**config.mk**
```make
export PLATFORM = sky130hd
export DESIGN_NAME = pipeline_stage_ctrl_flat
export DESIGN_NICKNAME = d
export VERILOG_FILES = /design/src/rtl/pipeline_stage_ctrl_if.sv /design/src/rtl/pipeline_stage_ctrl.sv /design/src/flat_wrapper.sv
export SDC_FILE = /design/constraint.sdc
export NUM_CORES = 1
export LEC_CHECK = 0
export ABC_AREA = 0
export CORE_MARGIN = 8
export CORE_UTILIZATION = 25
export DETAILED_ROUTE_END_ITERATION = 8
export DONT_BUFFER_PORTS = 1
export PLACE_DENSITY = 0.4
export SLEW_MARGIN = 10
export SYNTH_ARGS = -nofsm -noshare
export SYNTH_HDL_FRONTEND = slang
export SYNTH_SLANG_ARGS = --single-unit
```
**constraint.sdc**
```tcl
create_clock -name clk -period 2.8 [get_ports clk]
set_input_delay 0.56 -clock clk [delete_from_list [all_inputs] [get_ports clk]]
set_output_delay 0.56 -clock clk [all_outputs]
set_load 0.05 [all_outputs]
```
**src/rtl/pipeline_stage_ctrl_if.sv**
```systemverilog
// Handshake bundle between the pipeline datapath (master) and the stage controller (slave).
// The master raises stall/hazard/redirect/fence requests; the slave returns enables and status.
interface pipeline_stage_ctrl_if #(
  parameter int NUM_STAGES = 5,
  parameter int CNT_W      = 32
);
  logic [NUM_STAGES-1:0] stall_req;
  logic                  load_hazard;
  logic                  redirect;
  logic                  fence_req;
  logic                  redirect_ready;
  logic                  fence_ack;
  logic [NUM_STAGES-2:0] stage_en;
  logic [NUM_STAGES-2:0] stage_clr;
  logic                  pc_en;
  logic                  pipe_empty;
  logic [1:0]            ctrl_state;
  logic [CNT_W-1:0]      stall_cycles;
  logic [CNT_W-1:0]      flush_count;

  modport master (
    output stall_req, load_hazard, redirect, fence_req,
    input  redirect_ready, fence_ack, stage_en, stage_clr, pc_en,
           pipe_empty, ctrl_state, stall_cycles, flush_count
  );

  modport slave (
    input  stall_req, load_hazard, redirect, fence_req,
    output redirect_ready, fence_ack, stage_en, stage_clr, pc_en,
           pipe_empty, ctrl_state, stall_cycles, flush_count
  );
endinterface

```
**src/rtl/pipeline_stage_ctrl.sv**
```systemverilog
// Stall/flush/fence controller for an in-order pipeline: per-register enable and clear,
// PC enable, valid tracking, drain FSM and saturating stall/flush counters.
module pipeline_stage_ctrl #(
  parameter int NUM_STAGES  = 5,
  parameter int FLUSH_DEPTH = 3,
  parameter int CNT_W       = 32
) (
  input logic                 clk,
  input logic                 rst_n,
  pipeline_stage_ctrl_if.slave bus
);
  localparam int NR = NUM_STAGES - 1;

  typedef enum logic [1:0] {
    ST_RUN   = 2'b00,
    ST_DRAIN = 2'b01,
    ST_ACK   = 2'b10
  } state_t;

  state_t           r_state;
  logic             r_fence_ack;
  logic [NR-1:0]    r_vld;
  logic [CNT_W-1:0] r_stall_cycles;
  logic [CNT_W-1:0] r_flush_count;

  logic [NUM_STAGES-1:0] w_s;
  logic [NR-1:0]         w_hold;
  logic [NR-1:0]         w_bubble;
  logic [NR-1:0]         w_en;
  logic [NR-1:0]         w_clr;
  logic [NR-1:0]         w_vld_in;
  logic [NR-1:0]         w_vld_next;
  logic                  w_blk;
  logic                  w_redirect_ready;
  logic                  w_run;
  logic                  w_pc_en;
  logic                  w_pipe_empty;
  logic                  w_any_stall;

  // A load-use hazard behaves exactly like a decode-stage stall.
  assign w_s              = bus.stall_req | (NUM_STAGES'(bus.load_hazard) << 1);
  assign w_any_stall      = |w_s;
  assign w_blk            = |(w_s >> FLUSH_DEPTH);
  assign w_redirect_ready = bus.redirect & ~w_blk;
  assign w_run            = (r_state == ST_RUN);
  assign w_pc_en          = w_redirect_ready | (w_run & ~w_any_stall);
  assign w_pipe_empty     = ~|r_vld;

  genvar gi;
  generate
    for (gi = 0; gi < NR; gi++) begin : g_reg
      // R[k] must hold whenever any stage downstream of it is stuck.
      assign w_hold[gi]   = |(w_s >> (gi + 1));
      assign w_bubble[gi] = w_s[gi] & ~w_hold[gi];
      assign w_en[gi]     = ~w_hold[gi];
      if (gi == 0) begin : g_first
        // Outside RUN no new instruction is fetched, so R[0] is fed a bubble.
        assign w_clr[gi]    = w_bubble[gi] | (w_redirect_ready & (gi < FLUSH_DEPTH)) |
                              (~w_run & ~w_hold[gi]);
        assign w_vld_in[gi] = 1'b1;
      end else begin : g_rest
        assign w_clr[gi]    = w_bubble[gi] | (w_redirect_ready & (gi < FLUSH_DEPTH));
        assign w_vld_in[gi] = r_vld[gi-1];
      end
      assign w_vld_next[gi] = ~w_clr[gi] & (w_en[gi] ? w_vld_in[gi] : r_vld[gi]);
    end
  endgenerate

  always_ff @(posedge clk) begin
    if (!rst_n) begin
      r_state        <= ST_RUN;
      r_fence_ack    <= 1'b0;
      r_vld          <= '0;
      r_stall_cycles <= '0;
      r_flush_count  <= '0;
    end else begin
      r_vld       <= w_vld_next;
      r_fence_ack <= 1'b0;
      case (r_state)
        // A fence colliding with a redirect is dropped; the source re-issues it.
        ST_RUN: if (bus.fence_req && !bus.redirect) r_state <= ST_DRAIN;
        ST_DRAIN: begin
          if (w_pipe_empty && !w_any_stall) begin
            r_state     <= ST_ACK;
            r_fence_ack <= 1'b1;
          end
        end
        ST_ACK:  r_state <= ST_RUN;
        default: r_state <= ST_RUN;
      endcase
      if (w_run && !w_pc_en && (r_stall_cycles != '1))
        r_stall_cycles <= r_stall_cycles + CNT_W'(1);
      if (w_redirect_ready && (r_flush_count != '1))
        r_flush_count <= r_flush_count + CNT_W'(1);
    end
  end

  assign bus.redirect_ready = w_redirect_ready;
  assign bus.fence_ack      = r_fence_ack;
  assign bus.stage_en       = w_en;
  assign bus.stage_clr      = w_clr;
  assign bus.pc_en          = w_pc_en;
  assign bus.pipe_empty     = w_pipe_empty;
  assign bus.ctrl_state     = r_state;
  assign bus.stall_cycles   = r_stall_cycles;
  assign bus.flush_count    = r_flush_count;
endmodule

```
**src/flat_wrapper.sv**
```systemverilog
// flat-port wrapper written by rule: the top's interface ports become plain ports
module pipeline_stage_ctrl_flat 
#(
  parameter int NUM_STAGES  = 5,
  parameter int FLUSH_DEPTH = 3,
  parameter int CNT_W       = 32
)
  (clk, rst_n, bus_stall_req, bus_load_hazard, bus_redirect, bus_fence_req, bus_redirect_ready, bus_fence_ack, bus_stage_en, bus_stage_clr, bus_pc_en, bus_pipe_empty, bus_ctrl_state, bus_stall_cycles, bus_flush_count);
  pipeline_stage_ctrl_if #(.NUM_STAGES(NUM_STAGES), .CNT_W(CNT_W)) bus_i ();
  input logic clk;
  input logic rst_n;
  input wire logic [$bits(bus_i.stall_req)-1:0] bus_stall_req;
  input wire logic [$bits(bus_i.load_hazard)-1:0] bus_load_hazard;
  input wire logic [$bits(bus_i.redirect)-1:0] bus_redirect;
  input wire logic [$bits(bus_i.fence_req)-1:0] bus_fence_req;
  output wire logic [$bits(bus_i.redirect_ready)-1:0] bus_redirect_ready;
  output wire logic [$bits(bus_i.fence_ack)-1:0] bus_fence_ack;
  output wire logic [$bits(bus_i.stage_en)-1:0] bus_stage_en;
  output wire logic [$bits(bus_i.stage_clr)-1:0] bus_stage_clr;
  output wire logic [$bits(bus_i.pc_en)-1:0] bus_pc_en;
  output wire logic [$bits(bus_i.pipe_empty)-1:0] bus_pipe_empty;
  output wire logic [$bits(bus_i.ctrl_state)-1:0] bus_ctrl_state;
  output wire logic [$bits(bus_i.stall_cycles)-1:0] bus_stall_cycles;
  output wire logic [$bits(bus_i.flush_count)-1:0] bus_flush_count;
  assign bus_i.stall_req = bus_stall_req;
  assign bus_i.load_hazard = bus_load_hazard;
  assign bus_i.redirect = bus_redirect;
  assign bus_i.fence_req = bus_fence_req;
  assign bus_redirect_ready = bus_i.redirect_ready;
  assign bus_fence_ack = bus_i.fence_ack;
  assign bus_stage_en = bus_i.stage_en;
  assign bus_stage_clr = bus_i.stage_clr;
  assign bus_pc_en = bus_i.pc_en;
  assign bus_pipe_empty = bus_i.pipe_empty;
  assign bus_ctrl_state = bus_i.ctrl_state;
  assign bus_stall_cycles = bus_i.stall_cycles;
  assign bus_flush_count = bus_i.flush_count;
  pipeline_stage_ctrl #(.NUM_STAGES(NUM_STAGES), .FLUSH_DEPTH(FLUSH_DEPTH), .CNT_W(CNT_W)) u_core (.clk(clk), .rst_n(rst_n), .bus(bus_i));
endmodule
```
Word-level counts from Yosys, hierarchy flattened
Cells that the tools add are included.
Cells by class
  multiplexer cells: 8
  $mul: 0
  reductions and logical operators: 17
  equality and inequality tests: 5
  shift operators: 0
  bitwise operators: 27
  order comparisons: 0
  add/sub/neg operators: 2
  divide/modulo/power cells: 0
Operators with widths (count)
  32-bit by 1-bit adder with 32-bit output (second input constant): 2
  32-bit inequality test (second input constant): 2
  1-bit AND: 11
  1-bit inverter: 10
  4-bit OR reduction: 2
  1-bit logical AND: 5
  1-bit 2-to-1 mux: 5
  1-bit OR: 5
  5-bit by 2-bit OR with 5-bit output: 1
  5-bit OR reduction: 1
  1-bit logical NOT: 4
  2-bit 2-to-1 mux: 2
  2-bit case mux with 2 select lines: 1
  2-bit AND reduction: 2
  3-bit OR reduction: 1
  2-bit by 1-bit equality test with 1-bit output (second input constant): 1
  2-bit logical NOT: 1
  2-bit by 1-bit inequality test with 1-bit output (second input constant): 1
  2-bit inequality test (second input constant): 1
  2-bit OR reduction: 1
Word-level totals
  bits in registers: 71
  word-level logic and storage cells: 64
  bits in read-only memories: 0
  memories: 0
  input port bits: 10
  latch bits: 0
  RAM bits: 0

Depth between registers and ports, before layout
  depth after elaboration: 8
  depth in mapped cells: 9
  gate-level depth less buffers: 6

Worst setup path after synthesis
Ideal clock, no wire load.
  kind: in2out
  from: in bus_stall_req[2]
  to: out bus_stage_clr[0]
  data arrival time: 2.636 ns
  required time: 2.240 ns
  setup slack: -0.396 ns
  buffers on the path: 0
  stages: 4
  cells stage by stage: or3_1 -> inv_1 -> nand2_1 -> o21ai_0
On the way
  word-level cells in the longest chain between the ends: 6
  elaborated cells between the ends (all ways): 7
  classes of those cells: 6 x bitwise; 1 x reduce/logical
Ends and longest elaborated chain
  from (decl): line flat_wrapper.sv:12  | input wire logic [$bits(bus_i.stall_req)-1:0] bus_stall_req;
  5-bit by 2-bit OR with 5-bit output *: line pipeline_stage_ctrl.sv:41  | assign w_s = bus.stall_req | (NUM_STAGES'(bus.load_hazard) << 1);
  4-bit OR reduction *: line pipeline_stage_ctrl.sv:53  | assign w_hold[gi] = |(w_s >> (gi + 1));
  1-bit inverter *: line pipeline_stage_ctrl.sv:54, pipeline_stage_ctrl.sv:59
  1-bit AND: line pipeline_stage_ctrl.sv:54  | assign w_bubble[gi] = w_s[gi] & ~w_hold[gi];
  1-bit OR: line pipeline_stage_ctrl.sv:58  | assign w_clr[gi] = w_bubble[gi] | (w_redirect_ready & (gi < FLUSH_DEPTH)) |
  1-bit OR *: line pipeline_stage_ctrl.sv:58
  to (decl): line flat_wrapper.sv:19  | output wire logic [$bits(bus_i.stage_clr)-1:0] bus_stage_clr;
Every way passes the cells marked *; elsewhere a longest branch is shown, timed or not.

Worst setup path in the final report
  from: in bus_stall_req[4]
  to: reg u_core.r_flush_count[29] (netlist: u_core.bus.flush_count[29])
On the way
  word-level cells in the longest chain between the ends: 5
Ends and longest elaborated chain
  5-bit by 2-bit OR with 5-bit output: line pipeline_stage_ctrl.sv:41
  2-bit OR reduction: line pipeline_stage_ctrl.sv:43  | assign w_blk = |(w_s >> FLUSH_DEPTH);
  1-bit inverter: line pipeline_stage_ctrl.sv:44  | assign w_redirect_ready = bus.redirect & ~w_blk;
  1-bit AND: line pipeline_stage_ctrl.sv:44
  1-bit logical AND: line pipeline_stage_ctrl.sv:93  | if (w_redirect_ready && (r_flush_count != '1))
  to (signal assigned): line pipeline_stage_ctrl.sv:94  | r_flush_count <= r_flush_count + CNT_W'(1);
  to (decl): line pipeline_stage_ctrl.sv:24  | logic [CNT_W-1:0] r_flush_count;
No other way between the ends.
A chain may end at the register's enable or synchronous reset.

==> metrics.yaml <==
floorplan:
  placeableCoreArea_um2: 14310
  die_w_um: 136.2
  floorplan.die.height_um: 136.2
  fp-row-count: 44
  io_pins: 88
  fp.dieArea_um2: 18540
  initial_core_util_pct: 25.22
min_path:
  hold-path-cell-count: 2
  worst_hold_startpoint: "rst_n"
  min_to: "u_core.bus.stall_cycles[1]"
  hold_path_class: "in -> reg"
clocking:
  numCtsBuffers: 9
  clock_insertion_delay_worst_skew_ns: 0.33
  cts_tree: "yes"
  clock_path_buffers: 2
  clk_transition_reported_paths_ns: 0.05
  cts_repair_resize_count: 0
  cts-root-buf: "clkbuf_16"
  clock-sinks: 71
  count_of_h_tree_levels_built_during_cts: 3
  cts_post_setup_buffers_inserted: 0
  postCtsHoldBufs: 0
sta:
  max_clock_freq_mhz: 404.1
  period_minus_slack_ns: 2.474
  final_max_slew_viol_count: 0
  fin_crit_sh_pct: 88.37
  finalSetupViolations: 0
  slew_headroom_pct: 51.52
  tightestPinTransition_ns: 0.7205
  unrepaired_setup_endpoints_after_global_routing: "false"
  finalHoldViolations: 0
  timing.setup.tns_ns: 0
  fin_skew_ns: 0.004723
  worst_hold_slack_after_final_layout_ns: 0.3793
place:
  dp_hpwl_mm: 8.956
  gp_congestion: 0.7655
  port_buffers: 0
  dp_cells: 697
setup_path:
  timing.rr.end: "u_core.bus.stall_cycles[26]"
  startpoint_type: "primary input"
  ff2ff_setup_slack_ns: 0.37
  startpoint: "bus_stall_req[4]"
  regToRegStartpoint: "u_core.bus.stall_cycles[0]"
  critical_path_required_ns: 3.06
  rr_worst_depth: 6
  max_stage_delay_ns: 0.50
  critPathArrivalTime_ns: 2.74
  timing_worst_setup_path_type: "in -> reg"
  worst_path_most_repeated_cell: "buf_4"
  worstPathCellList: "or3b_1 -> buf_4 -> nor4_1 -> nand4_1 -> buf_4 -> or4_1 -> a21oi_1"
  worstSetupEndpointType: "register"
  cp_slowest_cell: "nor4_1"
  cp_max_fo: 16
pwr:
  cellLeakagePower_nw: 1.639
  powerDensity_nw_per_um2: 479.9
  vdd_drop_max_mv: 0.2469
synthesis:
  synthArstFlopShare_pct: 0
  synth.cell_area_um2: 3610
  synthDominantCellAreaShare_pct: 39.38
  synth.largest_area_cell: "dfxtp_1"
  ys.flop_type: "dfxtp_1"
  synth_cell_type_count: 39
  synth_enable_flop_cells: 0
  ys_top_cells_by_area: "dfxtp_1 (39%), a21oi_1 (5.7%), nand2_1 (5.1%), or4_1 (5.0%), or3_1 (4.5%)"
  postSynthCellCount: 450
  synthesis.area_per_instance_um2: 8.022
  ys_warn_count: 0
  synth_seq_cells: 71
  synth_seq_area_share_pct: 39.38
  synth_nets: 462
cells_and_area:
  post_route_cells_drive_above_1_share_pct: 19.85
  syn_to_final_growth_pct: 29.98
  diodes_inserted: 0
  most-common-layout-cells: "buf_4 (85), dfxtp_1 (71), nand2_1 (49)"
  num-nets-final: 536
  mostFrequentLayoutCell: "buf_4"
  final_cell_count_no_fill: 713
  layout.core_utilization_pct: 32.78
outcome:
  outcome: "finished clean"
global_route:
  first_global_vias: 3596
  grt_use_total_pct: 13.32
  grt_antenna_before_repair: 0
  grt_first_pass_wirelength_mm: 19.38
  globalRoute.totalOverflow: 0
  largest_net_degree_at_the_start_of_global_routing: 41
job:
  maxCapViolCount: 0
detailed_routing:
  detailedRoute.firstIterationViolations: 163
  route.detailed.drc: 0
  antenna_violating_nets_post_route: 0
  via_per_inst: 5.202
  firstDrtPassIters: 4
  via_count: 3709
  avgRoutedWirePerCell_um: 16.82
  wl_final_mm: 11.99
-- per-layer routing --
layer	vias to the layer above	wire [um]	GRT usage (%)
met4	0	136	3.905
met1	1769	4972	14.46
met5	-	0	0
met2	74	5836	22.23
met3	7	1047	6.874
li1	1859	-	-
-- critical path: cells and delay by family --
family	cells	cell delay, ns
AND/OR/NAND/NOR	4	1.58
AO/OA/AOI/OAI	1	0.16
buffers and inverters	2	0.43
-- worst max-delay path by stage --
stage,endpoint,slack (ns),cells after the start
3_5_place_dp,u_core.bus.flush_count[29],-0.01,7
4_1_cts,u_core.bus.stall_cycles[26],0.33,6
3_3_place_gp,u_core.bus.flush_count[30],0.005,5
5_1_grt,u_core.bus.stall_cycles[26],0.23,6
2_1_floorplan,u_core.bus.flush_count[25],0.03,8
6_report,u_core.bus.flush_count[29],0.33,7
-- state kept, by name, summed over array words and instances, names as in the netlist --
name / count
u_core.bus.stall_cycles: 32
u_core.bus.fence_ack: 1
u_core.r_vld: 4
u_core.bus.ctrl_state: 2
u_core.bus.flush_count: 32
-- synth_stat cells (all sizes together) (3+ instances only) --
library cell / instances
nand2: 49
nand4: 22
a2111oi: 3
a21oi: 41
inv: 14
nand2b: 8
nor3: 9
o211ai: 7
nor2: 20
nor3b: 3
and4: 4
mux2i: 12
dfxtp: 71
nor4: 13
or3: 26
and3: 6
o31ai: 21
nand3: 24
or4: 26
o21ai: 24
xnor2: 5
clkbuf: 22
-- report_power, final --
| group | switching, mW | internal, mW | leakage [nW] |
|---|---|---|---|
| Combinational | 0.116 | 0.0406 | 0.936 |
| Clock | 0.422 | 0.650 | 0.131 |
| Sequential | 0.00409 | 1.02 | 0.572 |
| Total | 0.542 | 1.71 | 1.64 |
-- final cells by class --
class	instances	area, um^2
clock buffer	16	271.5
fill	1559	9622
inverter	14	52.55
multi-input combinational	342	2058
sequential	71	1421
tap	184	230.2
timing repair buffer	86	658.1
-- cells by family (layout without fill, tap and decap cells) --
kind of cell,Yosys count,count (layout),share of synthesized area [%]
AO/OA/AOI/OAI,104,104,17.33
XOR/XNOR,7,7,1.698
adder cells (fa/ha/maj),2,2,0.6931
buffers and inverters,37,116,3.882
flip-flops,71,71,39.38
multiplexers,12,12,3.328
AND/OR/NAND/NOR,217,217,33.69
-- through the flow --
stage / power, mW / worst slack (ns) / instance area (um^2)
final: 2.252 / 0.3256 / 4692
after floorplan: 1.159 / 0.03298 / 3613
after global routing: 2.360 / 0.2325 / 4692
after global placement: 1.203 / 0.005426 / 4420
after detailed placement: 1.203 / -0.01031 / 4420
after CTS: 2.304 / 0.3298 / 4692
Note: power is estimated with default switching activity, not from simulation.
